**config.mk**
```make
export PLATFORM = sky130hd
export DESIGN_NAME = mux_tree_pipe
export DESIGN_NICKNAME = d
export VERILOG_FILES = /design/src/rtl/mux_tree_pipe_pkg.sv /design/src/rtl/mux_tree_pipe_mux4_stage.sv /design/src/rtl/mux_tree_pipe.sv
export SDC_FILE = /design/constraint.sdc
export NUM_CORES = 1
export LEC_CHECK = 0
export ABC_AREA = 1
export CAP_MARGIN = 10
export CELL_PAD_IN_SITES_DETAIL_PLACEMENT = 1
export CELL_PAD_IN_SITES_GLOBAL_PLACEMENT = 1
export CORE_MARGIN = 5
export CORE_UTILIZATION = 26
export CTS_CLUSTER_DIAMETER = 200
export DETAILED_ROUTE_END_ITERATION = 10
export GPL_TIMING_DRIVEN = 0
export PLACE_DENSITY = 0.89
export SKIP_CTS_REPAIR_TIMING = 1
export SYNTH_ARGS = -nofsm -noshare
export SYNTH_HDL_FRONTEND = slang
export SYNTH_SLANG_ARGS = --single-unit
```
**constraint.sdc**
```tcl
create_clock -name clk -period 1.2 [get_ports clk]
set_input_delay 0.18 -clock clk [delete_from_list [all_inputs] [get_ports clk]]
set_output_delay 0.18 -clock clk [all_outputs]
set_load 0.005 [all_outputs]
```
**src/rtl/mux_tree_pipe_pkg.sv**
```systemverilog
// mux_pkg: shared radix, log4 helper and power-of-4 check for the pipelined mux tree.
package mux_pkg;
  localparam int MUX_RADIX = 4;
  function automatic int clog4(input int n);
    int l = 0;
    for (int v = 1; v < n; v *= MUX_RADIX) l++;
    return l;
  endfunction
  function automatic bit is_pow4(input int n);
    return n >= MUX_RADIX && (MUX_RADIX ** clog4(n)) == n;
  endfunction
endpackage

```
**src/rtl/mux_tree_pipe_mux4_stage.sv**
```systemverilog
// mux4_stage: one registered 4:1 slice carrying its valid bit.
module mux4_stage #(
  parameter int DATA_W = 8
) (
  input  logic                clk,
  input  logic                rst_n,
  input  logic [4*DATA_W-1:0] in,
  input  logic [1:0]          sel,
  input  logic                vld_in,
  output logic [DATA_W-1:0]   out,
  output logic                vld_out
);
  always_ff @(posedge clk or negedge rst_n)
    if (!rst_n) begin
      out     <= '0;
      vld_out <= 1'b0;
    end else begin
      out     <= in[sel*DATA_W +: DATA_W];
      vld_out <= vld_in;
    end
endmodule

```
**src/rtl/mux_tree_pipe.sv**
```systemverilog
// mux_tree_pipe: pipelined N:1 radix-4 mux tree with round-robin scan pointer.
// MUX_TREE_HOLD_LAST_EN: outputs hold the last valid result instead of zeroing.
module mux_tree_pipe
  import mux_pkg::*;
#(
  parameter  int DATA_W = 8,
  parameter  int N_IN   = 16,
  localparam int LEVELS = clog4(N_IN),
  localparam int SEL_W  = 2 * LEVELS
) (
  input  logic                   clk,
  input  logic                   rst_n,
  input  logic [N_IN*DATA_W-1:0] in_data,
  input  logic                   in_valid,
  input  logic [SEL_W-1:0]       sel,
  input  logic                   scan_en,
  input  logic                   scan_clr,
  output logic [DATA_W-1:0]      out_data,
  output logic                   out_valid,
  output logic [SEL_W-1:0]       out_sel,
  output logic [SEL_W-1:0]       scan_ptr
);
  if (!is_pow4(N_IN)) begin : g_bad_n
    $error("mux_tree_pipe: N_IN=%0d must be a power of 4 and at least 4", N_IN);
  end
  logic [SEL_W-1:0]       eff_sel;
  logic [SEL_W-1:0]       sel_q [LEVELS];
  logic [N_IN*DATA_W-1:0] lvl_d [LEVELS];
  logic [LEVELS-1:0]      lvl_v;
  logic [DATA_W-1:0]      fin_d;
  logic                   fin_v;
  assign eff_sel = scan_en ? scan_ptr : sel;
  // Row j narrows the channel count by four; sel_q[j-1] is the select captured j cycles ago.
  for (genvar j = 0; j < LEVELS; j++) begin : g_row
    localparam int CNT = N_IN >> (2 * (j + 1));
    logic [4*CNT*DATA_W-1:0] src;
    logic [1:0]              s;
    logic                    v_in;
    logic [CNT-1:0]          v;
    if (j == 0) begin : g_head
      assign src  = in_data;
      assign s    = eff_sel[1:0];
      assign v_in = in_valid;
    end else begin : g_tail
      assign src  = lvl_d[j-1][4*CNT*DATA_W-1:0];
      assign s    = sel_q[j-1][2*j+1:2*j];
      assign v_in = lvl_v[j-1];
    end
    for (genvar i = 0; i < CNT; i++) begin : g_col
      mux4_stage #(.DATA_W(DATA_W)) u_stage (
        .clk     (clk),
        .rst_n   (rst_n),
        .in      (src[i*4*DATA_W +: 4*DATA_W]),
        .sel     (s),
        .vld_in  (v_in),
        .out     (lvl_d[j][i*DATA_W +: DATA_W]),
        .vld_out (v[i])
      );
    end
    assign lvl_d[j][N_IN*DATA_W-1:CNT*DATA_W] = '0;
    assign lvl_v[j] = v[0];
  end
  always_ff @(posedge clk or negedge rst_n)
    if (!rst_n) sel_q <= '{default: '0};
    else begin
      sel_q[0] <= eff_sel;
      for (int k = 1; k < LEVELS; k++) sel_q[k] <= sel_q[k-1];
    end
  always_ff @(posedge clk or negedge rst_n)
    if (!rst_n) scan_ptr <= '0;
    else if (scan_clr) scan_ptr <= '0;
    else if (scan_en && in_valid) scan_ptr <= scan_ptr + 1'b1;
  assign fin_d     = lvl_d[LEVELS-1][DATA_W-1:0];
  assign fin_v     = lvl_v[LEVELS-1];
  assign out_valid = fin_v;
`ifdef MUX_TREE_HOLD_LAST_EN
  logic [DATA_W-1:0] last_d;
  logic [SEL_W-1:0]  last_s;
  always_ff @(posedge clk or negedge rst_n)
    if (!rst_n) begin
      last_d <= '0;
      last_s <= '0;
    end else if (fin_v) begin
      last_d <= fin_d;
      last_s <= sel_q[LEVELS-1];
    end
  assign out_data = fin_v ? fin_d : last_d;
  assign out_sel  = fin_v ? sel_q[LEVELS-1] : last_s;
`else
  assign out_data = fin_v ? fin_d : '0;
  assign out_sel  = sel_q[LEVELS-1];
`endif
endmodule

```
== Word-level counts from Yosys, hierarchy flattened ==
Cells that the tools add are included.
Word-level totals
  flip-flop bits (word level): 54
  input port bits: 137
  output and inout bits: 17
  word-level logic and storage cells: 22
Operators by class
  $add $sub $neg: 1
  shifts and indexed selects: 5
  multiplexer cells: 4
  reduce and logical (&&, ||, !) cells: 2
Operator list (count)
  32-bit by 6-bit variable part select with 8-bit output: 5
  4-bit 2-to-1 mux: 3
  8-bit 2-to-1 mux: 1
  4-bit by 1-bit adder with 4-bit output, second input constant: 1
  2-bit nonzero test: 1
  1-bit logical AND: 1

== Longest topological paths before layout ==
  word-level depth: 3
  depth in mapped cells: 7
  mapped depth without buffers: 6

== By module ==
From an unflattened synthesis, not the netlist that was laid out.
Unflattened totals
  cells, all modules: 579
  area total of the unflattened synthesis: 3667.3 um^2
Modules (own cells, without submodules)
  mux4_stage: instances 5, cells each 103, area an instance 620.6 um^2, sequential area each 225.2 um^2
  mux_tree_pipe: instances 1, cells each 64, area an instance 564.3 um^2, sequential area each 300.3 um^2

== Least setup slack after synthesis ==
Ideal clock, no wire load.
  path type: register -> register
  from: register scan_ptr[0]
  to: register g_row[0].g_col[3].u_stage.out[0]
  setup time: 0.117 ns
  data arrival time: 1.063 ns
  data required time: 1.083 ns
  path slack: 0.020 ns
  cell stages (with the launch flop): 7
  buffers on the path: 1
  clock period less this slack: 1.180 ns
  cell sequence: dfrtp_1 -> inv_1 -> nand2_1 -> clkbuf_1 -> nand3_1 -> nand3_1 -> nand2_1
On the way
  longest elaborated chain between the ends: 2
Ends and longest elaborated chain
  from (decl): RTL line mux_tree_pipe.sv:21  | output logic [SEL_W-1:0] scan_ptr
  from (signal assigned): RTL line mux_tree_pipe.sv:72  | else if (scan_en && in_valid) scan_ptr <= scan_ptr + 1'b1;
  4-bit 2-to-1 mux: RTL line mux_tree_pipe.sv:32  | assign eff_sel = scan_en ? scan_ptr : sel;
  32-bit by 6-bit variable part select with 8-bit output: RTL line mux_tree_pipe_mux4_stage.sv:18  | out <= in[sel*DATA_W +: DATA_W];
  to (signal assigned): RTL line mux_tree_pipe_mux4_stage.sv:18
  to (decl): RTL line mux_tree_pipe_mux4_stage.sv:10  | output logic [DATA_W-1:0] out,
No other way between the ends.
A chain may end at the register's enable or synchronous reset.

== Worst setup path in the final report ==
  from: register scan_ptr[0]
  to: register g_row[0].g_col[0].u_stage.out[6]
On the way
  longest elaborated chain between the ends: 2
Ends and longest elaborated chain (RTL line)
  4-bit 2-to-1 mux: mux_tree_pipe.sv:32
  32-bit by 6-bit variable part select with 8-bit output: mux_tree_pipe_mux4_stage.sv:18
  to (signal assigned): mux_tree_pipe_mux4_stage.sv:18
  to (decl): mux_tree_pipe_mux4_stage.sv:10
No other way between the ends.

==> metrics.txt <==
largest net degree at the start of global routing=32; #FFs+latches synth=54; sequential cell area fraction in the yosys report=38.6%; Max FO, Critical Path=5; Max Freq=718 MHz; final core occ=49.6%; NetSw=1.84 mW; die span in y=about 130 um; Detail Route Antenna Nets=0; Setup WS post-layout=-0.193 ns; CTS buffer count=5; Ports=154; Int Pwr=3.82 mW; setup violators final=38; most frequent cells in the layout=138 x inv_1, 134 x clkdlybuf4s50_1, 85 x nand3_2; Syn Inst Count=538; Fillers=1,603; P_leak=between 3 and 4 nW; PD cells=863 nW/um2; Reg area=1350 um2; Area Overhead vs Synth=87.5%; CTS Buffer Depth=2; CP Class=reg2reg; Tcrit/Tclk final=116%; DR vias=4,283; dpl hpwl=10,900 um; Setup Skew=0.0140 ns; WL/cell=approximately 19 um; Netlist Area Pre-Place=3500 um2; Via density=4.77; clk_lat worst skew=0.30 ns; final hold violations=0; GRT Util Overall=16.0%; Die Footprint=15,900 um2; cell taking the most area after synthesis=dfrtp_1; clock slew at reported path FFs=roughly 0.070 ns; VDD IR max=0.552 mV; Pins Over Slew Limit=0; Layout Nets=857; GR Overflow Total=0; Initial DRC Count=186; Warnings, synthesis=0; clock power share=between 20% and 30%; post-synth top area share=38.6%; first-pass GRT wire length=20,700 um; Die Width=126 um; Worst Reg-to-Reg Cells=7; row count=42; sw frac=32.5%; TritonCTS clock tree=built; RSZ-0062 raised after global routing=true; Netlist cell types=16; drt drc=0; syn_area_per_cell=6.51 um2; global placement routability congestion=0.847; logic gate share of total power=35.1%; status=finished with violations; core area=13,200 um2; root buffer cell=clkbuf_16; initial antenna violation count=1; vias in the first global route=4,094; Max Cap Violations=0; failing checks=negative setup slack; Multi-input gate area=2150 um2; sequential share of power=37.9%; H-tree levels=2; worst hold path type=in2reg; final period demand of the worst path=1.39 ns; fraction of layout instances using a drive strength above 1=a little over 30%; Tot Pwr=5.67 mW; Crit path required time=1.38 ns; max_slew headroom=58.4%; WL final=17,000 um; commonest non-fill, non-tap cell in the layout=inv_1; Starting Density=26.5%; Post-Syn Nets=676; PortBufs=153; sink count of the clock tree=54; Slew @ Worst Pin=0.624 ns; CP arrival=around 1.6 ns; Worst setup SP type=flop; top cells by area, synth=dfrtp_1 39%, nand3_1 23%, inv_1 16%; crit end category=flop; hold depth=3; First-pass DRT Iterations=4
[worst max-delay path: stages (launching register included)]
cell	delay, ns
dfrtp_1	0.44
nand2_2	0.16
buf_8	0.16
buf_8	0.14
buf_8	0.14
nand3_2	0.08
nand3_2	0.10
nand2_2	0.05
[worst paths after layout]
path                                               from                                          to  slack (ns)
worst max-delay path            scan_ptr[0]$_DFFE_PN0P_  g_row[0].g_col[0].u_stage.out[6]$_DFF_PN0_       -0.19
worst min-delay path                            scan_en                     g_row[1].s[1]$_DFF_PN0_        0.26
worst max register to register  scan_ptr[0]$_DFFE_PN0P_  g_row[0].g_col[0].u_stage.out[6]$_DFF_PN0_       -0.19
worst min register to register       sel_q[5]$_DFF_PN0_                        out_sel[1]$_DFF_PN0_        0.35
max in group asynchronous                         rst_n                     g_row[1].s[0]$_DFF_PN0_        0.16
min in group asynchronous                         rst_n  g_row[0].g_col[2].u_stage.out[4]$_DFF_PN0_        0.45
[through the flow]
stage / setup TNS (ns) / hold WS [ns] / setup WS (ns) / area (um2) / std cells
final: -5.34 / 0.263 / -0.193 / 6570 / 898
after global routing: -7.06 / 0.294 / -0.232 / 6570 / 898
after CTS: -20.71 / -0.106 / -0.551 / 5430 / 876
after detailed placement: -26.76 / 0.207 / -0.732 / 5270 / 868
after global placement: -111.89 / 0.334 / -1.61 / 5260 / 867
after floorplan: 0 / -0.116 / 0.0199 / 3500 / 538
[metal layers]
layer,wire length [um],vias to the layer above,GRT usage (%)
met5,0,-,0
met4,438,0,3.34
met3,870,28,3.05
met2,9080,125,29.5
met1,6620,2122,19.3
li1,-,2008,-
[power by group through the flow]
stage               Combinational [mW]  Clock [mW]  Sequential (mW)
floorplan                        0.681           0             2.12
global placement                  1.46           0             2.15
detailed placement                1.50           0             2.16
CTS                               1.51        1.52             2.12
global route                      2.14        1.61             2.17
finish                            1.99        1.53             2.15
[cell families after synthesis]
group | after synthesis | synth area share (%)
AOI/OAI and AO/OA | 29 | 4.50
adders and majority gates | 1 | 0.357
buffers and inverters | 183 | 21.7
DFF | 54 | 38.6
and+or+nand+nor | 271 | 34.9
[cells in the mapped netlist]
cell type	count
a211oi_1	1
a21oi_1	2
buf_2	16
buf_4	14
clkbuf_1	6
dfrtp_1	54
ha_1	1
inv_1	145
inv_2	2
nand2_1	87
nand2_2	1
nand3_1	161
nor2_1	20
nor3_1	2
o21ai_0	18
o22ai_1	8
[cell type report]
cell class,count,share of cell area (%)
clock buffer,5,1.90
buffer,36,4.89
sequential,54,20.6
inverter,147,8.44
clock inverter,3,0.438
timing repair buffer,174,27.6
tap,176,3.35
multi-input combinational,301,32.7
antenna,2,0.0762
[flip-flops by register name, summed over array words and instances (netlist names)]
name and cells:
g_row.g_col.u_stage.out 40, out_sel 4, scan_ptr 4, g_row.g_col.u_stage.vld_out 2, g_row.s 2, sel_q 2
Power figures use the tool's default switching activity.
